==> config.mk <==
export PLATFORM = sky130hd
export DESIGN_NAME = qa_drv_hc_mc_status_manager
export DESIGN_NICKNAME = d
export VERILOG_FILES = /design/src/rtl/qa_drv_hc_mc_status_pkg.sv /design/src/rtl/qa_drv_hc_mc_status_poller.sv /design/src/rtl/qa_drv_hc_mc_status_manager.sv
export SDC_FILE = /design/constraint.sdc
export NUM_CORES = 1
export LEC_CHECK = 0
export BUFFER_PORTS_ARGS = -buffer_cell sky130_fd_sc_hd__clkbuf_2
export CAP_MARGIN = 10
export CORE_AREA = 2 2 459 461
export CTS_CLUSTER_SIZE = 10
export DETAILED_ROUTE_END_ITERATION = 10
export DIE_AREA = 0 0 461 463
export PLACE_DENSITY = 0.3
export SLEW_MARGIN = 10
export SYNTH_ARGS = -nofsm -noshare
export SYNTH_HDL_FRONTEND = slang
export SYNTH_SLANG_ARGS = --single-unit
==> constraint.sdc <==
create_clock -name clk -period 2 [get_ports clk]
set_input_delay 0.6 -clock clk [delete_from_list [all_inputs] [get_ports clk]]
set_output_delay 0.6 -clock clk [all_outputs]
set_load 0.005 [all_outputs]
==> src/rtl/qa_drv_hc_mc_status_pkg.sv <==
// Shared types, CTRL frame offsets and line pack/unpack helpers for the
// multi-channel host-channel status manager.
package qa_drv_hc_mc_status_pkg;

  localparam int unsigned MC_MAX_CHANNELS = 8;
  localparam int unsigned MC_WORD_W       = 32;
  localparam int unsigned MC_LINE_W       = 512;

  // CTRL frame line offsets relative to the 4KB-aligned base
  localparam logic [31:0] CTRL_OFF_CFG        = 32'd0;
  localparam logic [31:0] CTRL_OFF_FIFO_STATE = 32'd1;
  localparam logic [31:0] CTRL_OFF_POLL_STATE = 32'd2;

  typedef enum logic [1:0] {
    RD_GAP  = 2'd0,
    RD_POLL = 2'd1,
    RD_WAIT = 2'd2
  } t_rd_state;

  typedef enum logic {
    WR_INIT   = 1'b0,
    WR_ACTIVE = 1'b1
  } t_wr_state;

  // One zero-extended index word, and one word per possible channel
  typedef logic [MC_WORD_W-1:0]                t_mc_idx;
  typedef t_mc_idx [MC_MAX_CHANNELS-1:0]       t_mc_idx_vec;
  typedef logic [MC_LINE_W-1:0]                t_mc_line;

  // Channel c: from-host index in word 2c, to-host index in word 2c+1
  function automatic t_mc_line mc_pack_fifo_state(input t_mc_idx_vec fh,
                                                  input t_mc_idx_vec th,
                                                  input int unsigned n);
    t_mc_line line;
    line = '0;
    for (int unsigned c = 0; c < MC_MAX_CHANNELS; c++) begin
      if (c < n) begin
        line[(2*c)*MC_WORD_W   +: MC_WORD_W] = fh[c];
        line[(2*c+1)*MC_WORD_W +: MC_WORD_W] = th[c];
      end
    end
    return line;
  endfunction

  function automatic t_mc_idx_vec mc_unpack_fh(input t_mc_line line);
    t_mc_idx_vec v;
    for (int unsigned c = 0; c < MC_MAX_CHANNELS; c++)
      v[c] = line[(2*c)*MC_WORD_W +: MC_WORD_W];
    return v;
  endfunction

  function automatic t_mc_idx_vec mc_unpack_th(input t_mc_line line);
    t_mc_idx_vec v;
    for (int unsigned c = 0; c < MC_MAX_CHANNELS; c++)
      v[c] = line[(2*c+1)*MC_WORD_W +: MC_WORD_W];
    return v;
  endfunction

  // CFG line: channel count, then the all-ones index mask for both directions
  function automatic t_mc_line mc_pack_cfg(input int unsigned n,
                                           input int unsigned idx_w);
    t_mc_line line;
    line = '0;
    line[31:0]  = 32'(n);
    line[63:32] = (32'd1 << idx_w) - 32'd1;
    line[95:64] = (32'd1 << idx_w) - 32'd1;
    return line;
  endfunction

endpackage

==> src/rtl/qa_drv_hc_mc_status_poller.sv <==
// Poll reader: paces POLL_STATE reads, times out lost responses, publishes
// the host-written per-channel indices and counts dropped responses.
module qa_drv_hc_mc_status_poller
  import qa_drv_hc_mc_status_pkg::*;
#(
  parameter int unsigned N_CHANNELS = 1,
  parameter int unsigned IDX_W      = 9,
  parameter int unsigned POLL_GAP   = 16,
  parameter int unsigned RD_TIMEOUT = 1024
) (
  input  logic                          clk,
  input  logic                          reset_n,
  input  logic [31:0]                   ctrl_base,
  input  logic                          ctrl_valid,
  output logic                          rd_req,
  output logic [31:0]                   rd_addr,
  input  logic                          rd_grant,
  input  logic                          rd_rsp_valid,
  input  logic [511:0]                  rd_rsp_data,
  output logic [N_CHANNELS*IDX_W-1:0]   fh_newest_idx,
  output logic [N_CHANNELS*IDX_W-1:0]   th_oldest_idx,
  output logic [15:0]                   stale_rsp_cnt
);

  localparam int unsigned    GAP_W    = $clog2(POLL_GAP + 1);
  localparam int unsigned    TMO_W    = $clog2(RD_TIMEOUT + 1);
  localparam logic [GAP_W-1:0] GAP_LAST = GAP_W'(POLL_GAP - 1);
  localparam logic [TMO_W-1:0] TMO_LAST = TMO_W'(RD_TIMEOUT - 1);

  t_rd_state        state_q, state_d;
  logic [GAP_W-1:0] gap_cnt_q;
  logic [TMO_W-1:0] tmo_cnt_q;
  t_mc_idx_vec      rsp_fh, rsp_th;
  logic             rsp_take;
  logic             rsp_stale;

  assign rsp_take  = rd_rsp_valid && (state_q == RD_WAIT);
  assign rsp_stale = rd_rsp_valid && (state_q != RD_WAIT);
  assign rsp_fh    = mc_unpack_fh(rd_rsp_data);
  assign rsp_th    = mc_unpack_th(rd_rsp_data);

  // Reader state register
  always_ff @(posedge clk) begin
    if (!reset_n) state_q <= RD_GAP;
    else          state_q <= state_d;
  end

  // Reader next state; an unprogrammed CTRL frame parks the reader in POLL
  always_comb begin
    state_d = state_q;
    if (!ctrl_valid) begin
      state_d = RD_POLL;
    end else begin
      unique case (state_q)
        RD_GAP:  if (gap_cnt_q == GAP_LAST) state_d = RD_POLL;
        RD_POLL: if (rd_grant)              state_d = RD_WAIT;
        RD_WAIT: begin
          if (rd_rsp_valid)                 state_d = RD_GAP;
          else if (tmo_cnt_q == TMO_LAST)   state_d = RD_POLL;
        end
        default:                            state_d = RD_GAP;
      endcase
    end
  end

  // Reader outputs; address is only driven while requesting
  always_comb begin
    rd_req  = (state_q == RD_POLL) && ctrl_valid;
    rd_addr = rd_req ? (ctrl_base | CTRL_OFF_POLL_STATE) : '0;
  end

  // Gap and timeout counters restart whenever their state is re-entered
  always_ff @(posedge clk) begin
    if (!reset_n) begin
      gap_cnt_q <= '0;
      tmo_cnt_q <= '0;
    end else begin
      gap_cnt_q <= (state_q == RD_GAP)  ? gap_cnt_q + GAP_W'(1) : '0;
      tmo_cnt_q <= (state_q == RD_WAIT) ? tmo_cnt_q + TMO_W'(1) : '0;
    end
  end

  // Publish response indices and count responses that arrive out of WAIT
  always_ff @(posedge clk) begin
    if (!reset_n) begin
      fh_newest_idx <= '0;
      th_oldest_idx <= '0;
      stale_rsp_cnt <= '0;
    end else begin
      if (rsp_take) begin
        for (int unsigned c = 0; c < N_CHANNELS; c++) begin
          fh_newest_idx[c*IDX_W +: IDX_W] <= rsp_fh[c][IDX_W-1:0];
          th_oldest_idx[c*IDX_W +: IDX_W] <= rsp_th[c][IDX_W-1:0];
        end
      end
      if (rsp_stale && (stale_rsp_cnt != 16'hFFFF))
        stale_rsp_cnt <= stale_rsp_cnt + 16'd1;
    end
  end

endmodule

==> src/rtl/qa_drv_hc_mc_status_manager.sv <==
// Multi-channel host-channel status manager: polls the CTRL poll line via
// the poller and writes CFG / per-channel FIFO state back to CTRL.
module qa_drv_hc_mc_status_manager
  import qa_drv_hc_mc_status_pkg::*;
#(
  parameter int unsigned N_CHANNELS   = 1,
  parameter int unsigned IDX_W        = 9,
  parameter int unsigned MONITOR_BIT  = 6,
  parameter int unsigned POLL_GAP     = 16,
  parameter int unsigned RD_TIMEOUT   = 1024,
  parameter int unsigned FLUSH_CYCLES = 256
) (
  input  logic                          clk,
  input  logic                          reset_n,
  input  logic [31:0]                   ctrl_base,
  input  logic                          ctrl_valid,
  input  logic                          enable_test,
  output logic                          rd_req,
  output logic [31:0]                   rd_addr,
  input  logic                          rd_grant,
  input  logic                          rd_rsp_valid,
  input  logic [511:0]                  rd_rsp_data,
  output logic                          wr_req,
  output logic [31:0]                   wr_addr,
  output logic [511:0]                  wr_data,
  input  logic                          wr_grant,
  input  logic [N_CHANNELS*IDX_W-1:0]   fh_oldest_idx,
  input  logic [N_CHANNELS*IDX_W-1:0]   th_next_idx,
  output logic [N_CHANNELS*IDX_W-1:0]   fh_newest_idx,
  output logic [N_CHANNELS*IDX_W-1:0]   th_oldest_idx,
  output logic [15:0]                   stale_rsp_cnt
);

  localparam int unsigned      NW       = N_CHANNELS * IDX_W;
  localparam int unsigned      AGE_W    = $clog2(FLUSH_CYCLES + 1);
  localparam logic [AGE_W-1:0] AGE_MAX  = AGE_W'(FLUSH_CYCLES);
  localparam t_mc_line         CFG_LINE = mc_pack_cfg(N_CHANNELS, IDX_W);

  qa_drv_hc_mc_status_poller #(
    .N_CHANNELS (N_CHANNELS),
    .IDX_W      (IDX_W),
    .POLL_GAP   (POLL_GAP),
    .RD_TIMEOUT (RD_TIMEOUT)
  ) u_poller (
    .clk           (clk),
    .reset_n       (reset_n),
    .ctrl_base     (ctrl_base),
    .ctrl_valid    (ctrl_valid),
    .rd_req        (rd_req),
    .rd_addr       (rd_addr),
    .rd_grant      (rd_grant),
    .rd_rsp_valid  (rd_rsp_valid),
    .rd_rsp_data   (rd_rsp_data),
    .fh_newest_idx (fh_newest_idx),
    .th_oldest_idx (th_oldest_idx),
    .stale_rsp_cnt (stale_rsp_cnt)
  );

  t_wr_state        wr_state_q, wr_state_d;
  logic [NW-1:0]    fh_q, th_q;
  logic [NW-1:0]    fh_snap, th_snap;
  logic [NW-1:0]    fh_last, th_last;
  logic             en_test_q;
  logic [AGE_W-1:0] age_q;
  t_mc_idx_vec      fh_vec, th_vec;
  logic             fh_diff, th_diff, mon_diff;
  logic             need_update, reinit, write_done;
  logic             wr_req_d;
  logic [31:0]      wr_addr_d;
  logic [511:0]     wr_data_d;
  logic             snap_load, last_load;

  // Register index inputs and the enable_test level for edge detection
  always_ff @(posedge clk) begin
    if (!reset_n) begin
      fh_q      <= '0;
      th_q      <= '0;
      en_test_q <= 1'b0;
    end else begin
      fh_q      <= fh_oldest_idx;
      th_q      <= th_next_idx;
      en_test_q <= enable_test;
    end
  end

  // Compare registered indices against the last values written to CTRL
  always_comb begin
    fh_vec   = '0;
    th_vec   = '0;
    mon_diff = 1'b0;
    for (int unsigned c = 0; c < N_CHANNELS; c++) begin
      fh_vec[c][IDX_W-1:0] = fh_q[c*IDX_W +: IDX_W];
      th_vec[c][IDX_W-1:0] = th_q[c*IDX_W +: IDX_W];
      if (fh_q[c*IDX_W + MONITOR_BIT] != fh_last[c*IDX_W + MONITOR_BIT])
        mon_diff = 1'b1;
    end
    fh_diff     = (fh_q != fh_last);
    th_diff     = (th_q != th_last);
    need_update = (wr_state_q == WR_ACTIVE) &&
                  (mon_diff || th_diff || (fh_diff && (age_q >= AGE_MAX)));
    // A level check on ctrl_valid also covers a fall coinciding with INIT's grant
    reinit      = (enable_test && !en_test_q) || !ctrl_valid;
    write_done  = wr_req && wr_grant;
  end

  // Age of unsent from-host progress; saturates, restarts on each grant
  always_ff @(posedge clk) begin
    if (!reset_n)                                   age_q <= '0;
    else if (write_done && wr_state_q == WR_ACTIVE) age_q <= '0;
    else if (!fh_diff)                              age_q <= '0;
    else if (age_q < AGE_MAX)                       age_q <= age_q + AGE_W'(1);
  end

  // Writer state register
  always_ff @(posedge clk) begin
    if (!reset_n) wr_state_q <= WR_INIT;
    else          wr_state_q <= wr_state_d;
  end

  // Writer next state
  always_comb begin
    wr_state_d = wr_state_q;
    unique case (wr_state_q)
      WR_INIT:   if (write_done && ctrl_valid) wr_state_d = WR_ACTIVE;
      WR_ACTIVE: if (reinit)                   wr_state_d = WR_INIT;
      default:                                 wr_state_d = WR_INIT;
    endcase
  end

  // Writer outputs: a request is loaded once and held unchanged until granted
  always_comb begin
    wr_req_d  = wr_req;
    wr_addr_d = wr_addr;
    wr_data_d = wr_data;
    snap_load = 1'b0;
    last_load = 1'b0;
    unique case (wr_state_q)
      WR_INIT: begin
        if (!ctrl_valid || write_done) begin
          wr_req_d = 1'b0;
        end else if (!wr_req) begin
          wr_req_d  = 1'b1;
          wr_addr_d = ctrl_base | CTRL_OFF_CFG;
          wr_data_d = CFG_LINE;
        end
      end
      WR_ACTIVE: begin
        if (write_done) begin
          wr_req_d  = 1'b0;
          last_load = 1'b1;
        end else if (reinit) begin
          wr_req_d  = 1'b0;
        end else if (!wr_req && need_update) begin
          wr_req_d  = 1'b1;
          wr_addr_d = ctrl_base | CTRL_OFF_FIFO_STATE;
          wr_data_d = mc_pack_fifo_state(fh_vec, th_vec, N_CHANNELS);
          snap_load = 1'b1;
        end
      end
      default: wr_req_d = 1'b0;
    endcase
  end

  // Write request registers, snapshot and last-written bookkeeping
  always_ff @(posedge clk) begin
    if (!reset_n) begin
      wr_req  <= 1'b0;
      wr_addr <= '0;
      wr_data <= '0;
      fh_snap <= '0;
      th_snap <= '0;
      fh_last <= '0;
      th_last <= '0;
    end else begin
      wr_req  <= wr_req_d;
      wr_addr <= wr_addr_d;
      wr_data <= wr_data_d;
      if (snap_load) begin
        fh_snap <= fh_q;
        th_snap <= th_q;
      end
      if (last_load) begin
        fh_last <= fh_snap;
        th_last <= th_snap;
      end
    end
  end

endmodule
==> summary.md, run 1 <==
| Metric | Value |
|---|---|
| Met3 Use GR | `1.88%` |
| VDD IR max | `0.685 mV` |
| Setup violators final | `102` |
| Initial DRC count | `199` |
| Final nets | `2060` |
| Detailed placer's ending HPWL | `29100 um` |
| Failing checks | `negative setup slack` |
| Filler instances | `24481` |
| Hold Path Origin | `th_next_idx[7]` |
| Clock skew | `27.6 ps` |
| Crit. End Element | `output pin` |
| Cell Area, Synth | `10600 um2` |
| Unrepaired setup endpoints after global routing | `yes` |
| #FFs+latches synth | `169` |
| Largest net degree at the start of global routing | `47` |
| First-pass GRT wire length | `50200 um` |
| Worst R2R Start | `fh_last[3]` |
| Clk buf depth | `2` |
| Core region area | `209000 um2` |
| Initial antenna violation count | `19` |
| Post-Route WL | `37800 um` |
| WS Path Type | `reg2out` |
| Tcrit/Tclk final | `117%` |
| Layout area overhead | `40.0%` |
| IO Count | `1181` |
| Min Clock Period, post-route | `2330 ps` |
| CP Launch Type | `flip-flop` |
| Worst-Margin Slew | `553 ps` |
| Post-Synthesis Cells | `1240` |
| CP arrival | `1730 ps` |
| Status | `finished with violations` |
| Worst path required time | `1400 ps` |
| Worst-path maximum fanout | `8` |
| GR Util met2 | `5.80%` |
| Layout cell share with drive strength beyond 1 | `23.7%` |
| Power per cell area | `548 nW/um2` |
| Top cells by area, synth | `buf_4, dfxtp_1, nand2_1` |
| Cell chosen for the clock root | `clkbuf_16` |
| Initial Util | `5.06%` |
| Yosys warning count | `0` |
| Async S/R FF share, synth | `0%` |
| Most used DFF post-synth | `dfxtp_1` |
| Final Cell Area | `14800 um2` |
| GRT Total Usage | `3.48%` |
| Top Usage Layer GRT | `met2` |
| Row cnt | `168` |
| Worst min path class | `in2reg` |
| Worst Setup SP | `u_poller.state_q[0]` |
| Mean post-synth cell area | `8.51 um2` |
| H-tree depth | `4` |
| Commonest cells in the netlist | `buf_4, nand2_1, dfxtp_1` |
| Cell taking the most area after synthesis | `buf_4` |
| Vias per cell | `1.73` |
| GR Util met1 | `3.80%` |
| Synth cell types | `49` |
| Die Y | `463 um` |
| Post-route ant nets | `0` |
| Top cell type's share of synthesized area | `35.4%` |
| Die area | `213000 um2` |
| Max_slew headroom | `63.2%` |
| CTS tree | `done` |
| Max Cap Viol | `0` |
| Final GP Congestion | `0.672` |
| Fin. Hold Viols | `0` |
| Sequential Area | `3390 um2` |
| Remaining DRCs | `0` |
| # hold bufs at CTS | `0` |
| Worst setup margin | `-333 ps` |
| Clk_lat worst skew | `500 ps` |
| Die W | `461 um` |
| Sequential cell area fraction in the yosys report | `32.1%` |
| Vias in the first global route | `6445` |
| Total CTS buffers | `17` |
| Cells after DPL | `4253` |
| Clock sink count | `169` |
| Placed cell areas | `13600 um2` |
| Wirelength per Cell | `8.77 um` |
| Count leader, synth | `buf_4` |
| Reg clk slew, reported paths | `80 ps` |
| Non-filler instance count after layout | `4307` |
| PortBufs | `201` |
| DR vias | `7443` |
| Fmax | `429 MHz` |
| Leakage Power | `6.01 nW` |
| Max Slew Vio Count | `0` |
| Number of synthesized flops with an enable pin | `0` |
| GRT overflow | `0` |
| Multi-input gate area | `5260 um2` |
| First-pass iteration count of the detailed router | `4` |
-- state kept, by name, summed over array words and instances (netlist names), 11 cells and up --
signal	count
u_poller.tmo_cnt_q	11
u_poller.stale_rsp_cnt	16
wr_data	19
wr_addr	32
-- per-stage QoR --
stage                     util (%)  hold WS (ps)  total power, W  TNS, ps  setup WS, ps
final                         7.08           306         0.00810   -28830          -333
after global routing          7.08           252         0.00867   -39990          -480
after CTS                     7.06           237         0.00837   -36830          -448
after detailed placement      6.51           443         0.00456   -39920          -630
after global placement        6.51           439         0.00456   -39600          -627
after floorplan                  -           418         0.00482    -5290          -158
-- layer usage --
metal  vias up  share of wire (%)  wire (um)
li1       3496                  -          -
met2       536                 47      17800
met3        46                 12       4520
met5         -               0.19         72
met4        10                1.3        485
met1      3355                 39      14900
-- cells by family after synthesis --
logic type,count (synthesis),synth area share [%]
adder cells (fa/ha/maj),5,0.593
flip-flops,169,32.1
multiplexers,52,4.94
other,1,0.0355
AO/OA/AOI/OAI,82,6.00
XOR/XNOR,47,3.90
buffers and inverters,540,37.2
AND/OR/NAND/NOR,344,15.3
-- placed cells by master, fill, tap and decap left out, types with 9 or more instances in the layout --
master     count
a21boi_0      39
and2_1        39
and2_4        23
and3_1        12
buf_12        19
buf_4         53
buf_6         21
clkbuf_16     17
clkbuf_2     183
conb_1       485
dfxtp_1      165
mux2i_1       51
nand2_1      193
nand3_1       15
nor2_1        27
o21ai_0        9
o221a_1        9
xnor2_1       18
xor2_1        27
-- worst max-delay path, stage by stage, from the launching register on --
cell,delay (ps)
dfxtp_2,340
inv_2,50
nor3b_4,220
buf_12,160
buf_12,120
buf_16,120
and2_1,120
clkbuf_2,110
-- cell type report --
| cell class | instances | area share (%) |
|---|---|---|
| Inverter | 3 | 0.0762 |
| Timing Repair Buffer | 280 | 13.6 |
| Tap cell | 2805 | 23.8 |
| Multi-Input combinational cell | 1015 | 35.6 |
| Clock buffer | 18 | 2.91 |
| Clock inverter | 14 | 1.06 |
| Sequential cell | 169 | 23.0 |
| Antenna cell | 3 | 0.0508 |
-- path summary, 6_finish.rpt --
check                           depth (start not counted)               endpoint  slack, ps
worst max-delay path                                    7            rd_addr[21]       -330
worst min-delay path                                    2                th_q[7]        310
worst max register to register                          7             wr_data[0]       -320
worst min register to register                          1  u_poller.gap_cnt_q[0]        450
-- timing repair --
item                                    4_1_cts  5_1_grt
cloned                                        8        0
setup buffers                                16        2
resized for setup                            42       54
endpoints found under the setup margin      103      102
pin swaps                                    14       18
-- report_power, final --
group / internal [W] / switching, W
Combinational: 0.000407 / 0.000641
Clock: 0.00167 / 0.00184
Sequential: 0.00347 / 0.0000704
Total: 0.00555 / 0.00255
No activity file was read; power rests on OpenSTA's default activity.
==> run 2: changes to the inputs <==
Settings changed: SETUP_SLACK_MARGIN set to 0.1.
==> summary.md, run 2 (synthesized netlist as in run 1, its figures left out) <==
| Metric | Value |
|---|---|
| Worst R2R Setup Slack | `-480 ps` |
| PortBufs | `201` |
| Sw Pwr | `0.00268 W` |
| Fmax | `403 MHz` |
| First-pass GRT wire length | `47500 um` |
| Worst path required time | `2400 ps` |
| Hold Path Origin | `rd_rsp_data[4]` |
| Die area | `213000 um2` |
| Die W | `461 um` |
| Worst Path Buf+Inv | `1` |
| Hold Path Cell Cnt | `3` |
| Top flop regs | `wr_addr: 32 flops, wr_data: 19 flops, u_poller.stale_rsp_cnt: 16 flops` |
| Final nets | `2071` |
| Reg clk slew, reported paths | `100 ps` |
| Net Sw Frac | `32.2%` |
| Clock sink count | `169` |
| Worst-path maximum fanout | `16` |
| Layout cell share with drive strength beyond 1 | `25.4%` |
| Row cnt | `168` |
| GRT overflow | `0` |
| Fin. Hold Viols | `0` |
| Internal Power | `0.00565 W` |
| Leakage Power | `6.15 nW` |
| Crit-path cells | `xor2_2, or4_4, o31a_1, o31a_4, buf_12, o221a_2` |
| Max Slew Vio Count | `0` |
| Min Clock Period, post-route | `2480 ps` |
| Filler instances | `24457` |
| Unrepaired setup endpoints after global routing | `yes` |
| Power per cell area | `549 nW/um2` |
| CTS tree | `done` |
| CP Launch Type | `flip-flop` |
| Commonest non-fill, non-tap cell in the layout | `conb_1` |
| Comb power frac | `13.5%` |
| Seq pwr share | `42.5%` |
| Detailed placer's ending HPWL | `29300 um` |
| Final GP Congestion | `0.706` |
| Vias per cell | `1.73` |
| WS Path Type | `reg2reg` |
| Failing checks | `negative setup slack` |
| Setup violators final | `103` |
| Max Cap Viol | `0` |
| Crit. End Element | `flip-flop` |
| Worst hold slack | `293 ps` |
| Worst R2R Start | `fh_q[6]` |
| Worst reg2reg path depth | `6` |
| Finished Core Util | `7.28%` |
| Commonest cells after routing, fill and taps aside | `conb_1, nand2_1, clkbuf_2, dfxtp_1, mux2i_1` |
| Wirelength per Cell | `8.81 um` |
| Largest net degree at the start of global routing | `39` |
| First-pass iteration count of the detailed router | `4` |
| GRT Total Usage | `3.27%` |
| Top reg by flops | `wr_addr` |
| Clock power share | `43.9%` |
| Core region area | `209000 um2` |
| Hold endpoint | `u_poller.fh_newest_idx[4]` |
| Initial Util | `5.06%` |
| # hold bufs at CTS | `0` |
| Worst min path class | `in2reg` |
| Total CTS buffers | `17` |
| CP max-delay cell | `or4_4` |
| Clk buf depth | `2` |
| Status | `finished with violations` |
| Initial DRC count | `187` |
| Clock skew | `23.0 ps` |
| Remaining DRCs | `0` |
| CP arrival | `2870 ps` |
| Worst setup margin | `-479 ps` |
| Cell chosen for the clock root | `clkbuf_16` |
| Initial antenna violation count | `22` |
| Clk_lat worst skew | `520 ps` |
| Layout area overhead | `43.9%` |
| Max stage delay on crit path | `520 ps` |
| Post-route ant nets | `0` |
| Post-Route WL | `38100 um` |
| Vias in the first global route | `6289` |
| IO Count | `1181` |
| Tcrit/Tclk final | `124%` |
| Top Family by Delay on Critical Path | `compound AO/OA/AOI/OAI gates` |
| DR vias | `7487` |
| H-tree depth | `4` |
| Max reg flops | `32` |
| VDD IR max | `0.702 mV` |
| R2R Path End | `wr_data[0]` |
| Die Y | `463 um` |
-- run 2: changes by cell type in the layout (fill, tap and decap cells not counted), moves of 4 or more --
cell and change:
and2_1 -8, o22ai_2 -5, diode_2 +11, buf_12 -4, buf_4 -6, and2_4 +8
dfxtp_2 +7, buf_6 +27, dfxtp_1 -6, clkbuf_2 -17, o22ai_1 +6, clkbuf_16 +7
-- run 2: area by class of cell --
cell class,instances,area [um2],area share [%]
Sequential cell,169,3400,22.4
Timing Repair Buffer,291,2340,15.4
Multi-Input combinational cell,1015,5270,34.7
Clock buffer,17,425,2.80
Antenna cell,14,35.0,0.231
Tap cell,2805,3510,23.1
Inverter,3,11.3,0.0742
Clock inverter,15,198,1.30
-- run 2: how the worst max path moves through the flow --
stage	from	to	slack, ps	depth (start not counted)
5_1_grt	th_last[6]	fh_snap[0]	-580	10
6_report	fh_q[6]	wr_data[0]	-480	6
2_1_floorplan	fh_last[3]	wr_data[32]	-160	7
3_5_place_dp	th_last[6]	wr_data[0]	-750	8
3_3_place_gp	th_last[6]	wr_data[0]	-750	8
4_1_cts	th_last[7]	wr_data[0]	-540	8
-- run 2: what timing repair did --
item                                    4_1_cts  5_1_grt
endpoints found under the setup margin      109      114
setup buffers                                 8        9
gates resized for setup                      28      111
pin swaps                                     5       40
cloned                                        1       11
-- run 2: worst register-to-register path: stages (launching register included) --
cell,delay (ps)
dfxtp_2,350
xor2_2,210
or4_4,520
o31a_1,350
o31a_4,460
buf_12,200
o221a_2,280
-- run 2: through the flow --
step	cells	instance area, um2	TNS [ps]	worst slack, ps	total power, W
2_1_floorplan	1724	12400	-5290	-158	0.00482
3_3_place_gp	4255	13600	-47900	-753	0.00457
3_5_place_dp	4255	13600	-47900	-750	0.00457
4_1_cts	4295	14400	-44690	-536	0.00845
5_1_grt	4317	15200	-48910	-575	0.00887
6_report	4329	15200	-39140	-479	0.00833
-- run 2: per-layer routing --
metal	routed length (um)	GRT usage, %	vias up
li1	-	-	3529
met1	15400	3.41	3369
met2	18500	5.62	545
met3	3600	1.76	42
met4	589	0.969	2
met5	13	0	-
-- run 2: power by group through the flow --
| stage | clock (W) | sequential (W) | combinational, W |
|---|---|---|---|
| global route | 0.00402 | 0.00356 | 0.00129 |
| finish | 0.00366 | 0.00354 | 0.00113 |
| floorplan | 0 | 0.00362 | 0.00121 |
| CTS | 0.00391 | 0.00354 | 0.000995 |
| global placement | 0 | 0.00362 | 0.000954 |
| detailed placement | 0 | 0.00362 | 0.000951 |
